<file path="config.mk">
export PLATFORM = sky130hd
export DESIGN_NAME = wash_sequencer
export DESIGN_NICKNAME = d
export VERILOG_FILES = /design/src/rtl/wash_pkg.sv /design/src/rtl/wash_plan.sv /design/src/rtl/wash_sequencer.sv
export SDC_FILE = /design/constraint.sdc
export NUM_CORES = 1
export LEC_CHECK = 0
export CAP_MARGIN = 20
export CORE_ASPECT_RATIO = 2
export CORE_MARGIN = 1.5
export CORE_UTILIZATION = 65
export DETAILED_ROUTE_END_ITERATION = 10
export DONT_BUFFER_PORTS = 1
export GPL_TIMING_DRIVEN = 0
export HOLD_SLACK_MARGIN = 0.03
export PLACE_DENSITY = 0.81
export SYNTH_ARGS = -nofsm -noshare
export SYNTH_HDL_FRONTEND = slang
export SYNTH_SLANG_ARGS = --single-unit
</file>
<file path="constraint.sdc">
create_clock -name clk -period 4.5 [get_ports clk]
set_input_delay 0.45 -clock clk [delete_from_list [all_inputs] [get_ports clk]]
set_output_delay 0.45 -clock clk [all_outputs]
set_load 0.02 [all_outputs]
</file>
<file path="src/rtl/wash_pkg.sv">
// Shared types and constants for the washing-machine program sequencer.
package wash_pkg;

  // Top-level sequencer state.
  typedef enum logic [1:0] {
    ST_IDLE  = 2'd0,
    ST_RUN   = 2'd1,
    ST_PAUSE = 2'd2,
    ST_DONE  = 2'd3
  } top_state_e;

  // Phase within a stage.
  typedef enum logic [1:0] {
    PH_FILL    = 2'd0,
    PH_AGITATE = 2'd1,
    PH_DRAIN   = 2'd2,
    PH_SPIN    = 2'd3
  } phase_e;

  // Stage of the wash program.
  typedef enum logic [1:0] {
    STG_WASH  = 2'd0,
    STG_RINSE = 2'd1,
    STG_SPIN  = 2'd2
  } stage_e;

  // Program (mode) codes.
  localparam logic [1:0] MODE_STANDARD   = 2'd0;
  localparam logic [1:0] MODE_QUICK      = 2'd1;
  localparam logic [1:0] MODE_RINSE_SPIN = 2'd2;
  localparam logic [1:0] MODE_SPIN_ONLY  = 2'd3;

  // Bit positions inside the stage-enable mask {wash, rinse, spin}.
  localparam int EN_WASH  = 2;
  localparam int EN_RINSE = 1;
  localparam int EN_SPIN  = 0;

  // Default durations, in 1 Hz ticks.
  localparam int unsigned DEF_FILL_T  = 3;
  localparam int unsigned DEF_WASH_T  = 9;
  localparam int unsigned DEF_RINSE_T = 6;
  localparam int unsigned DEF_DRAIN_T = 3;
  localparam int unsigned DEF_SPIN_T  = 6;
  localparam int unsigned DEF_BUZZ_T  = 10;

  // Program select wraps 0->1->2->3->0.
  function automatic logic [1:0] next_mode(input logic [1:0] m);
    return m + 2'd1;
  endfunction

endpackage

</file>
<file path="src/rtl/wash_plan.sv">
// Combinational program table: mode -> enabled stages and total run time.
module wash_plan
  import wash_pkg::*;
#(
  parameter int unsigned FILL_T  = DEF_FILL_T,
  parameter int unsigned WASH_T  = DEF_WASH_T,
  parameter int unsigned RINSE_T = DEF_RINSE_T,
  parameter int unsigned DRAIN_T = DEF_DRAIN_T,
  parameter int unsigned SPIN_T  = DEF_SPIN_T
) (
  input  logic [1:0] mode,
  output logic [2:0] stage_en,
  output logic [6:0] total_time
);

  localparam logic [6:0] WASH_STAGE_T  = 7'(FILL_T + WASH_T + DRAIN_T);
  localparam logic [6:0] RINSE_STAGE_T = 7'(FILL_T + RINSE_T + DRAIN_T);
  localparam logic [6:0] SPIN_STAGE_T  = 7'(SPIN_T);

  // Look up the stage mask and the sum of the enabled stage durations.
  always_comb begin
    stage_en   = 3'b001;
    total_time = SPIN_STAGE_T;
    case (mode)
      MODE_STANDARD: begin
        stage_en   = 3'b111;
        total_time = WASH_STAGE_T + RINSE_STAGE_T + SPIN_STAGE_T;
      end
      MODE_QUICK: begin
        stage_en   = 3'b101;
        total_time = WASH_STAGE_T + SPIN_STAGE_T;
      end
      MODE_RINSE_SPIN: begin
        stage_en   = 3'b011;
        total_time = RINSE_STAGE_T + SPIN_STAGE_T;
      end
      default: begin
        stage_en   = 3'b001;
        total_time = SPIN_STAGE_T;
      end
    endcase
  end

endmodule

</file>
<file path="src/rtl/wash_sequencer.sv">
// Washing-machine program sequencer: runs wash/rinse/spin stages on the
// 1 Hz tick, handles start/pause and clothes-add, drives lights and timer.
module wash_sequencer
  import wash_pkg::*;
#(
  parameter int unsigned FILL_T  = DEF_FILL_T,
  parameter int unsigned WASH_T  = DEF_WASH_T,
  parameter int unsigned RINSE_T = DEF_RINSE_T,
  parameter int unsigned DRAIN_T = DEF_DRAIN_T,
  parameter int unsigned SPIN_T  = DEF_SPIN_T,
  parameter int unsigned BUZZ_T  = DEF_BUZZ_T
) (
  input  logic       clk,
  input  logic       reset,
  input  logic       tick_1hz,
  input  logic       start_pulse,
  input  logic       mode_pulse,
  input  logic       add_pulse,
  output logic [1:0] mode,
  output logic       start_light,
  output logic       wash_light,
  output logic       dwash_light,
  output logic       dry_light,
  output logic       inwater_light,
  output logic       outwater_light,
  output logic       buzzer_light,
  output logic [6:0] remain_time,
  output logic       done
);

  // Total of the standard program, shown on the display straight out of reset.
  localparam logic [6:0] RESET_TOTAL =
    7'(2 * FILL_T + WASH_T + RINSE_T + 2 * DRAIN_T + SPIN_T);

  top_state_e state_q, state_d;
  phase_e     phase_q, phase_d;
  stage_e     stage_q, stage_d;
  logic [1:0] mode_q, mode_d;
  logic [6:0] phase_cnt_q, phase_cnt_d;
  logic [6:0] buzz_cnt_q, buzz_cnt_d;
  logic [6:0] remain_q, remain_d;
  logic       done_q, done_d;
  logic       start_light_q, start_light_d;
  logic       wash_light_q, wash_light_d;
  logic       dwash_light_q, dwash_light_d;
  logic       dry_light_q, dry_light_d;
  logic       inwater_q, inwater_d;
  logic       outwater_q, outwater_d;
  logic       buzzer_q, buzzer_d;

  logic [2:0] plan_en;
  logic [6:0] plan_total;
  logic       add_ok;
  logic       active_d;

  // The plan is looked up for the next mode so the IDLE display tracks a
  // mode change on the same edge that registers it.
  wash_plan #(
    .FILL_T (FILL_T),
    .WASH_T (WASH_T),
    .RINSE_T(RINSE_T),
    .DRAIN_T(DRAIN_T),
    .SPIN_T (SPIN_T)
  ) u_plan (
    .mode      (mode_d),
    .stage_en  (plan_en),
    .total_time(plan_total)
  );

  function automatic logic [6:0] phase_len(input phase_e ph, input stage_e st);
    case (ph)
      PH_FILL:    return 7'(FILL_T);
      PH_AGITATE: return (st == STG_WASH) ? 7'(WASH_T) : 7'(RINSE_T);
      PH_DRAIN:   return 7'(DRAIN_T);
      default:    return 7'(SPIN_T);
    endcase
  endfunction

  function automatic stage_e first_stage(input logic [2:0] en);
    if (en[EN_WASH])       return STG_WASH;
    else if (en[EN_RINSE]) return STG_RINSE;
    else                   return STG_SPIN;
  endfunction

  function automatic phase_e entry_phase(input stage_e st);
    return (st == STG_SPIN) ? PH_SPIN : PH_FILL;
  endfunction

  // Program select only moves in IDLE, and a simultaneous start wins.
  always_comb begin
    mode_d = mode_q;
    if (state_q == ST_IDLE && !start_pulse && mode_pulse) begin
      mode_d = next_mode(mode_q);
    end
  end

  // Next-state, counter and registered-output computation.
  always_comb begin
    state_d     = state_q;
    phase_d     = phase_q;
    stage_d     = stage_q;
    phase_cnt_d = phase_cnt_q;
    buzz_cnt_d  = buzz_cnt_q;
    remain_d    = remain_q;
    done_d      = 1'b0;
    // Clothes may only be added while the wash tub is filling or agitating.
    add_ok = (stage_q == STG_WASH) &&
             (phase_q == PH_FILL || phase_q == PH_AGITATE);

    case (state_q)
      ST_IDLE: begin
        remain_d = plan_total;
        if (start_pulse) begin
          state_d     = ST_RUN;
          stage_d     = first_stage(plan_en);
          phase_d     = entry_phase(stage_d);
          phase_cnt_d = phase_len(phase_d, stage_d);
        end
      end

      ST_RUN: begin
        if (tick_1hz) begin
          if (remain_q == 7'd1) begin
            state_d    = ST_DONE;
            remain_d   = 7'd0;
            buzz_cnt_d = 7'(BUZZ_T);
          end else begin
            remain_d = remain_q - 7'd1;
            if (phase_cnt_q == 7'd1) begin
              case (phase_q)
                PH_FILL:    phase_d = PH_AGITATE;
                PH_AGITATE: phase_d = PH_DRAIN;
                PH_DRAIN: begin
                  if (stage_q == STG_WASH && plan_en[EN_RINSE]) begin
                    stage_d = STG_RINSE;
                    phase_d = PH_FILL;
                  end else begin
                    stage_d = STG_SPIN;
                    phase_d = PH_SPIN;
                  end
                end
                default:    phase_d = PH_SPIN;
              endcase
              phase_cnt_d = phase_len(phase_d, stage_d);
            end else begin
              phase_cnt_d = phase_cnt_q - 7'd1;
            end
          end
        end
        // Pause requests act after any same-cycle tick has been applied.
        if (state_d == ST_RUN && (start_pulse || (add_pulse && add_ok))) begin
          state_d = ST_PAUSE;
        end
      end

      ST_PAUSE: begin
        if (start_pulse) begin
          state_d = ST_RUN;
        end
      end

      default: begin
        if (tick_1hz) begin
          if (buzz_cnt_q == 7'd1) begin
            state_d  = ST_IDLE;
            done_d   = 1'b1;
            remain_d = plan_total;
          end else begin
            buzz_cnt_d = buzz_cnt_q - 7'd1;
          end
        end
      end
    endcase

    // Lights follow the next state so they land one clock after the event.
    active_d      = (state_d == ST_RUN) || (state_d == ST_PAUSE);
    start_light_d = (state_d == ST_RUN);
    wash_light_d  = active_d && (stage_d == STG_WASH);
    dwash_light_d = active_d && (stage_d == STG_RINSE);
    dry_light_d   = active_d && (stage_d == STG_SPIN);
    inwater_d     = (state_d == ST_RUN) && (phase_d == PH_FILL);
    outwater_d    = (state_d == ST_RUN) &&
                    (phase_d == PH_DRAIN || phase_d == PH_SPIN);
    buzzer_d      = (state_d == ST_DONE);
  end

  // State, counters and output registers with synchronous reset.
  always_ff @(posedge clk) begin
    if (reset) begin
      state_q       <= ST_IDLE;
      phase_q       <= PH_FILL;
      stage_q       <= STG_WASH;
      mode_q        <= MODE_STANDARD;
      phase_cnt_q   <= 7'd0;
      buzz_cnt_q    <= 7'd0;
      remain_q      <= RESET_TOTAL;
      done_q        <= 1'b0;
      start_light_q <= 1'b0;
      wash_light_q  <= 1'b0;
      dwash_light_q <= 1'b0;
      dry_light_q   <= 1'b0;
      inwater_q     <= 1'b0;
      outwater_q    <= 1'b0;
      buzzer_q      <= 1'b0;
    end else begin
      state_q       <= state_d;
      phase_q       <= phase_d;
      stage_q       <= stage_d;
      mode_q        <= mode_d;
      phase_cnt_q   <= phase_cnt_d;
      buzz_cnt_q    <= buzz_cnt_d;
      remain_q      <= remain_d;
      done_q        <= done_d;
      start_light_q <= start_light_d;
      wash_light_q  <= wash_light_d;
      dwash_light_q <= dwash_light_d;
      dry_light_q   <= dry_light_d;
      inwater_q     <= inwater_d;
      outwater_q    <= outwater_d;
      buzzer_q      <= buzzer_d;
    end
  end

  assign mode           = mode_q;
  assign start_light    = start_light_q;
  assign wash_light     = wash_light_q;
  assign dwash_light    = dwash_light_q;
  assign dry_light      = dry_light_q;
  assign inwater_light  = inwater_q;
  assign outwater_light = outwater_q;
  assign buzzer_light   = buzzer_q;
  assign remain_time    = remain_q;
  assign done           = done_q;

endmodule

</file>
**After elaboration in Yosys (flattened, before gate mapping)**

Index checks and enable logic that the tools add are counted.

- Bits in registers: 37
- Input port bits: 6
- Output and inout port bits: 17
- Word-level logic and storage cells: 143

- Add/subtract/negate cells: 4
- Equal/unequal tests: 27
- Multiplexer cells: 58
- Bitwise operators: 3
- Reductions and logical operators: 36

Operator list:

| cell | count |
|---|---|
| $mux W7 | 12 |
| $mux W2 | 32 |
| $pmux W7 S2 | 2 |
| $eq A2 B2 Y1 const B | 11 |
| $eq A7 B1 Y1 const B | 3 |
| $pmux W7 S3 | 1 |
| $sub A7 B1 Y7 const B | 3 |
| $logic_not A2 Y1 | 10 |
| $pmux W6 S3 | 1 |
| $eq A2 B1 Y1 const B | 8 |
| $pmux W4 S2 | 2 |
| $pmux W2 S2 | 3 |
| $reduce_and A4 Y1 | 3 |
| $logic_and A1 B1 Y1 | 11 |
| $pmux W3 S3 | 1 |
| $mux W4 | 2 |
| $ne A2 B2 Y1 const B | 4 |
| $pmux W2 S3 | 1 |
| $reduce_or A2 Y1 | 3 |
| $reduce_or A5 Y1 | 1 |
| $logic_or A1 B1 Y1 | 4 |
| $reduce_bool A2 Y1 | 2 |
| $not A1 Y1 | 3 |
| $reduce_bool A3 Y1 | 1 |
| 4 further kinds | 4 |

**Logic depth before layout (Yosys ltp)**

Gate-level depths: netlist (run 1).

- Depth in word-level cells: 20
- Gate-level depth with buffers: 10
- Depth with buffers taken out: 10

**By module**

A second synthesis (run 1) with hierarchy kept.

- Cell total of the unflattened synthesis: 289
- Area, all modules: 2411.1 um^2

Modules (own cells, without submodules):

| module | instances | cells an instance | area each (um^2) | seq. area each (um^2) |
|---|---|---|---|---|
| wash_sequencer | 1 | 272 | 2274.7 | 740.7 |
| wash_plan | 1 | 17 | 136.4 | 0.0 |

**Worst setup path before layout (run 1)**

Ideal clock, no wire load.

- Kind: reg-to-reg
- From: register remain_q[0], in the netlist remain_time[0]
- To: register dwash_light_q, in the netlist dwash_light
- Arrival time: 2.392 ns
- Data required time: 4.430 ns
- Slack: 2.038 ns
- Cell stages (with the launch flop): 9
- Path buffers: 0
- Period minus slack after synthesis: 2.462 ns
- Path through: dfxtp_1 -> ha_1 -> or3b_1 -> nor2_1 -> a211oi_1 -> a311oi_1 -> ha_1 -> or3b_1 -> a21oi_1

- Longest elaborated chain between the ends: 11
- Elaborated cells on any way between the ends: 16

Ends and longest elaborated chain:

| item | RTL line | RTL |
|---|---|---|
| start, declared | wash_sequencer.sv:41 | `logic [6:0] remain_q, remain_d;` |
| start signal, assigned | wash_sequencer.sv:212 | `remain_q <= remain_d;` |
| $eq A7 B1 Y1 (*) | wash_sequencer.sv:123 | `if (remain_q == 7'd1) begin` |
| $mux W2 (*) | wash_sequencer.sv:123 |  |
| $mux W2 (*) | wash_sequencer.sv:122 | `if (tick_1hz) begin` |
| $mux W2 (*) | wash_sequencer.sv:110 | `case (state_q)` |
| $eq A2 B1 Y1 | wash_sequencer.sv:151 | `if (state_d == ST_RUN && (start_pulse \|\| (add_pulse && add_ok))) begin` |
| $logic_and A1 B1 Y1 | wash_sequencer.sv:151 |  |
| $mux W2 (*) | wash_sequencer.sv:151 |  |
| $pmux W2 S2 (*) | wash_sequencer.sv:110 |  |
| named net state_d[0] | wash_sequencer.sv:35 | `top_state_e state_q, state_d;` |
| $eq A2 B1 Y1 / $eq A2 B2 Y1 (equally long branches) | wash_sequencer.sv:176 | `active_d = (state_d == ST_RUN) \|\| (state_d == ST_PAUSE);` |
| $logic_or A1 B1 Y1 (*) | wash_sequencer.sv:176 |  |
| $logic_and A1 B1 Y1 (*) | wash_sequencer.sv:179 | `dwash_light_d = active_d && (stage_d == STG_RINSE);` |
| end signal, assigned | wash_sequencer.sv:216 | `dwash_light_q <= dwash_light_d;` |
| end, declared | wash_sequencer.sv:45 | `logic dwash_light_q, dwash_light_d;` |

Mark *: on every way through the listed nets, which the timed path passes. The rest lies on a longest branch. The select of a mux whose other input is x is not followed.
A chain may end at the register's enable or synchronous reset.

**Final worst setup path (run 1)**

Same ends and word-level chain as after synthesis.

==> out/results.ini, run 1 <==
[finish]
num_antenna_cells=0
num-fill-cells=250
final_common_cell=dfxtp_1
nNetsFinal=292
drive_gt1_share_pct=6.99
final_core_util_pct=72.9
fin_cells=303
postLayoutCellArea_sq_mm=0.00233
syn2layout_area_growth_pct=5.50
final_cell_mix=dfxtp_1, nor2_1, nand2_1, a21oi_1, ha_1

[synth]
synth_ff_type=dfxtp_1
syn_area_sq_mm=0.00221
synth-simple-area-share_pct=26.4
synth_top_area_share_pct=33.6
avgSynthCellArea_sq_um=8.36
netlist.top_cell.by_area=dfxtp_1
synth_mux_area_share_pct=1.42
synth_edf_count=0
yosysSeqAreaShare_pct=33.6
synth_top_family_by_area=simple AND/OR/NAND/NOR gates
synth_fa_ha_area_share_pct=8.51
synth_cell_type_count=57
yosys_warnings=0
synthCells=264
async_reset_ff_share_pct=0
synth_compound_area_share_pct=21.5
synth_area_leaders=dfxtp_1, ha_1, nor2_1, xor2_1, nand2_1
synth-xor-area-share_pct=4.37
synth.net_count=285
ys_ff_latch=37

[place]
post-place-ws_ps=1520
placedInstanceArea_sq_mm=0.00224
dp_hpwl_microns=4040
io_buffer_count=0
placed_cells=295
gp_congestion=0.928

[timing]
finalClockSkew_ps=9.75
finalSetupViolations=0
whs_ps=256
maxSlewViolCount=0
layout_min_cycle_time_ps=3070
hold_viol_final=0
final.setup.worst_slack_ps=1430
fmax_ghz=0.326
setup_tns_ps=0
maxSlewHeadroom_pct=50.8
worst_pin_slew_ps=735
rsz0062_at_grt=false
min_period_over_period_pct=68.2

[grt]
grt_pass1_wl_microns=8740
grt_max_degree=12
grt_pass1_vias=1952
antenna_found_initial=0
grt_use_total_pct=30.9
gr-total-overflow=0

[worst_setup_path]
path_class=reg2reg
worst_setup_path_start_kind=register
endpoint_kind=register
cp.arrival_ps=3290
cp_max_fo=8
crit_required_ps=4730

[run_status]
status=finished clean

[floorplan]
initial_core_util_pct=69.1
ios=23
core_area_sq_mm=0.00319
core.rowCount=29
die-area_sq_mm=0.00377
die_h_microns=85.4
die-width_microns=44.2

[power_and_ir_drop]
vdd_drop_max_mv=0.242
power_density_mw_per_mm2=372
leakagePower_nw=0.908
power_uw=867

[clock_tree]
clkTransAtPathRegs_ps=80
post_cts_buffers=0
clock_latency_ps=300
cts_buffers=5
cts_root_buffer=clkbuf_8
cts_max_path_buffers=2
ctsResizeCount=0
hold_buffers=0
tritoncts=done
clock-sinks=37
htree_num_levels=2

[route]
wirelength_microns=5380
drc=0
num_vias=1981
drt_iter0_drc=57
vias_per_cell=6.54
drtAntennaViolNets=0
drt-wirelength-per-cell_microns=17.7
dr.pass1.iters=4

[flow_run]
max_cap_viol_count=0

[worst_hold_path]
hp-class=in2reg

cells by family after synthesis:
logic type	after synthesis
compound gates	67
xor+xnor	11
fa+ha+maj	15
buf+inv	22
flops	37
mux	3
simple gates	109
power by group:
group          switching [mW]  total (mW)  internal (mW)  leakage, nW
Combinational           0.146       0.239         0.0923        0.561
Sequential             0.0475       0.402          0.355        0.302
Clock                   0.119       0.226          0.107       0.0450
Total                   0.312       0.867          0.554        0.908
sequential cells by signal (all words and copies together), names as in the netlist, 2 cells and up:
signal and count:
state_q 2, phase_cnt_q 7, remain_time 7, stage_q 2, buzz_cnt_q 7, mode 2, phase_q 2
worst paths after layout:
check                 startpoint       endpoint  slack (ps)  cells after the start
hold reg to reg    buzz_cnt_q[4]  buzz_cnt_q[4]         510                      2
setup / recovery  remain_time[0]    dwash_light        1430                      8
setup reg to reg  remain_time[0]    dwash_light        1430                      8
hold / removal             reset    start_light         260                      1
synth_stat cells, drive strengths merged, types with 3 or more instances:
cell / number
buf: 3
o21ai: 13
a22o: 3
and2: 3
a21o: 3
nand3: 3
dfxtp: 37
a311oi: 4
clkbuf: 6
o211ai: 3
nor2b: 9
xor2: 10
nor4: 4
a21oi: 16
nor3: 14
o32ai: 3
ha: 15
nor2: 34
nand2: 22
o2111ai: 3
inv: 13
worst max-delay path, cell delays in order, from the launching register on:
cell	delay, ps
dfxtp_1	600
ha_1	230
or3b_1	490
nor2_1	280
a211oi_1	120
a311oi_1	550
ha_1	230
or3b_1	380
a21oi_1	120
final cells by class:
| class | count | area (sq um) | area share, % |
|---|---|---|---|
| Inverter | 13 | 48.8 | 2.10 |
| Multi-Input combinational cell | 205 | 1370 | 59.0 |
| Tap cell | 31 | 38.8 | 1.67 |
| Sequential cell | 37 | 741 | 31.8 |
| Clock buffer | 6 | 72.6 | 3.12 |
| Clock inverter | 2 | 10.0 | 0.430 |
| Buffer | 9 | 43.8 | 1.88 |
metal layers:
layer	part of all wire (%)	routed length, microns	track usage (%)	vias to the layer above
li1	-	-	-	968
met1	38	2040	31.6	930
met2	52	2820	54.4	61
met3	4.3	233	5.96	22
met4	5.2	282	18.7	0
met5	0	0	0	-
No activity file was read; power rests on OpenSTA's default activity.
==> run 2: changes to the inputs <==
--- a/config.mk
+++ b/config.mk
@@ -8,12 +8,12 @@
 export CAP_MARGIN = 20
 export CORE_ASPECT_RATIO = 2
 export CORE_MARGIN = 1.5
-export CORE_UTILIZATION = 65
+export CORE_UTILIZATION = 57
 export DETAILED_ROUTE_END_ITERATION = 10
 export DONT_BUFFER_PORTS = 1
 export GPL_TIMING_DRIVEN = 0
 export HOLD_SLACK_MARGIN = 0.03
-export PLACE_DENSITY = 0.81
+export PLACE_DENSITY = 0.75
 export SYNTH_ARGS = -nofsm -noshare
 export SYNTH_HDL_FRONTEND = slang
 export SYNTH_SLANG_ARGS = --single-unit
==> constraint.sdc (replaced) <==
create_clock -name clk -period 2.8 [get_ports clk]
set_input_delay 0.28 -clock clk [delete_from_list [all_inputs] [get_ports clk]]
set_output_delay 0.28 -clock clk [all_outputs]
set_load 0.02 [all_outputs]
==> out/results.ini, run 2 (synthesis gave the netlist of run 1 again) <==
[run_status]
status=finished clean

[clock_tree]
clock_latency_ps=290  ; about the same
clock-sinks=37  ; unchanged
cts_buffers=5  ; unchanged
cts_max_path_buffers=2  ; unchanged
clkTransAtPathRegs_ps=70  ; about the same
tritoncts=done
cts_root_buffer=clkbuf_8
htree_num_levels=2  ; unchanged

[timing]
finalClockSkew_ps=7.38  ; -2.37 ps
min_period_over_period_pct=96.4  ; +28 points
finalSetupViolations=0  ; unchanged
maxSlewHeadroom_pct=58.9  ; +8.0 points
maxSlewViolCount=0  ; unchanged
hold_viol_final=0  ; unchanged
rsz0062_at_grt=false
fmax_ghz=0.371  ; +14%
whs_ps=85.5  ; -171 ps
layout_min_cycle_time_ps=2700  ; -370 ps
worst_pin_slew_ps=615  ; -120 ps

[power_and_ir_drop]
vdd_drop_max_mv=0.640  ; +160%
p_seq_share_pct=45.9  ; -0.5 points
leakagePower_nw=0.920  ; +1.4%
swShare_pct=34.8  ; -1.3 points
power_density_mw_per_mm2=592  ; +59%
comb_power_share_pct=27.4  ; about the same
power.switching_uw=491  ; +57%
p_int_uw=921  ; +66%
p_clk_share_pct=26.7  ; +0.6 points

[floorplan]
ios=23  ; unchanged
core_area_sq_mm=0.00365  ; +14%
core.rowCount=31  ; +6.9%
die-width_microns=47.0  ; +6.3%
initial_core_util_pct=60.5  ; -8.6 points
die-area_sq_mm=0.00427  ; +13%
die_h_microns=91.0  ; +6.5%

[finish]
syn2layout_area_growth_pct=8.11
final_cell_mix=dfxtp_1, nor2_1, nand2_1, a21oi_1, ha_1
num_antenna_cells=0  ; unchanged
fin_cells=322  ; +6.3%
final_common_cell=dfxtp_1
nNetsFinal=294  ; +0.68%
drive_gt1_share_pct=8.79  ; +1.8 points

[flow_run]
max_cap_viol_count=0  ; unchanged

[worst_setup_path]
crit_slowest_cell=or3b_1
endpoint_kind=register
cp_max_fo=8  ; unchanged
critPathLaunch=remain_time[0]
cp.arrival_ps=2920  ; -370 ps
path_class=reg2reg
critical-path-max-stage-delay_ps=480  ; -120 ps
crit_required_ps=3020  ; -1710 ps
worst_setup_path_start_kind=register
r2r-start=remain_time[0]
cp_cell_sequence=ha_1 > or3b_1 > nor2_1 > a211oi_1 > a311oi_2 > buf_4 > ha_1 > or3b_1 > a21oi_1

[grt]
grt_pass1_vias=1846  ; -5.4%
grt_pass1_wl_microns=8220  ; -5.9%
grt_max_degree=11  ; -1
antenna_found_initial=0  ; unchanged
grt_use_total_pct=26.3  ; -4.6 points
gr-total-overflow=0  ; unchanged

[place]
io_buffer_count=0  ; unchanged
gp_congestion=0.889  ; -4.3%
dp_hpwl_microns=4000  ; -0.86%
placed_cells=313  ; +6.1%

[route]
drt_iter0_drc=79  ; +39%
num_vias=1982  ; +0.050%
drc=0  ; unchanged
vias_per_cell=6.16  ; -5.9%
drtAntennaViolNets=0  ; unchanged
wirelength_microns=5250  ; -2.4%
dr.pass1.iters=5  ; +1
drt-wirelength-per-cell_microns=16.3  ; -8.1%

[worst_hold_path]
min-delay-start=reset
hp-class=in2reg

run 2: timing repair:
item                       in CTS  in global routing
setup endpoints to repair       6                  4
setup buffers                   0                  2
gates cloned                    0                  0
gates resized for setup         3                  1
hold buffers                    0                  0
pin swaps                       0                  1
run 2: path summary, 6_finish.rpt:
kind         slack [ps]  cells past startpoint            end
max reg2reg         100                      9    dwash_light
max                 100                      9    dwash_light
min reg2reg         530                      2  buzz_cnt_q[6]
min                  90                      1    start_light
run 2: routing by layer:
layer,part of all wire (%),global-route usage [%],vias up
met5,0,0,-
met4,6.1,17.8,0
met3,5.0,5.57,24
met2,52,43.9,68
met1,37,26.7,919
li1,-,-,971
run 2: power groups by stage:
stage	clock network, mW	registers, mW	logic (mW)
finish	0.377	0.647	0.387
global route	0.401	0.654	0.432
CTS	0.380	0.647	0.377
detailed placement	0	0.658	0.371
global placement	0	0.658	0.367
floorplan	0	0.645	0.300
run 2: stage by stage:
step,TNS [ps],total power [mW],worst slack (ps),util (%),instance area (sq um)
3_3_place_gp,-574,1.02,-213,62.2,2270
3_5_place_dp,-713,1.03,-222,62.2,2270
2_1_floorplan,0,0.945,338,-,2210
5_1_grt,0,1.49,0.240,65.4,2380
6_report,0,1.41,102,65.4,2380
4_1_cts,0,1.40,41.9,65.0,2370
run 2: worst max-delay path: cells and delay by family (launching register included):
| family | cells | cell delay (ps) |
|---|---|---|
| AO/OA/AOI/OAI | 3 | 500 |
| flip-flops | 1 | 470 |
| adder cells (fa/ha/maj) | 2 | 350 |
| AND/OR/NAND/NOR | 3 | 1140 |
| buffers and inverters | 1 | 170 |
run 2: final cells by class:
cell class | count | area [sq um]
Buffer | 9 | 43.8
Clock buffer | 7 | 86.3
Fill cell | 355 | 1260
Inverter | 13 | 48.8
Multi-Input combinational cell | 205 | 1390
Sequential cell | 37 | 743
Tap cell | 49 | 61.3
Timing Repair Buffer | 2 | 15.0
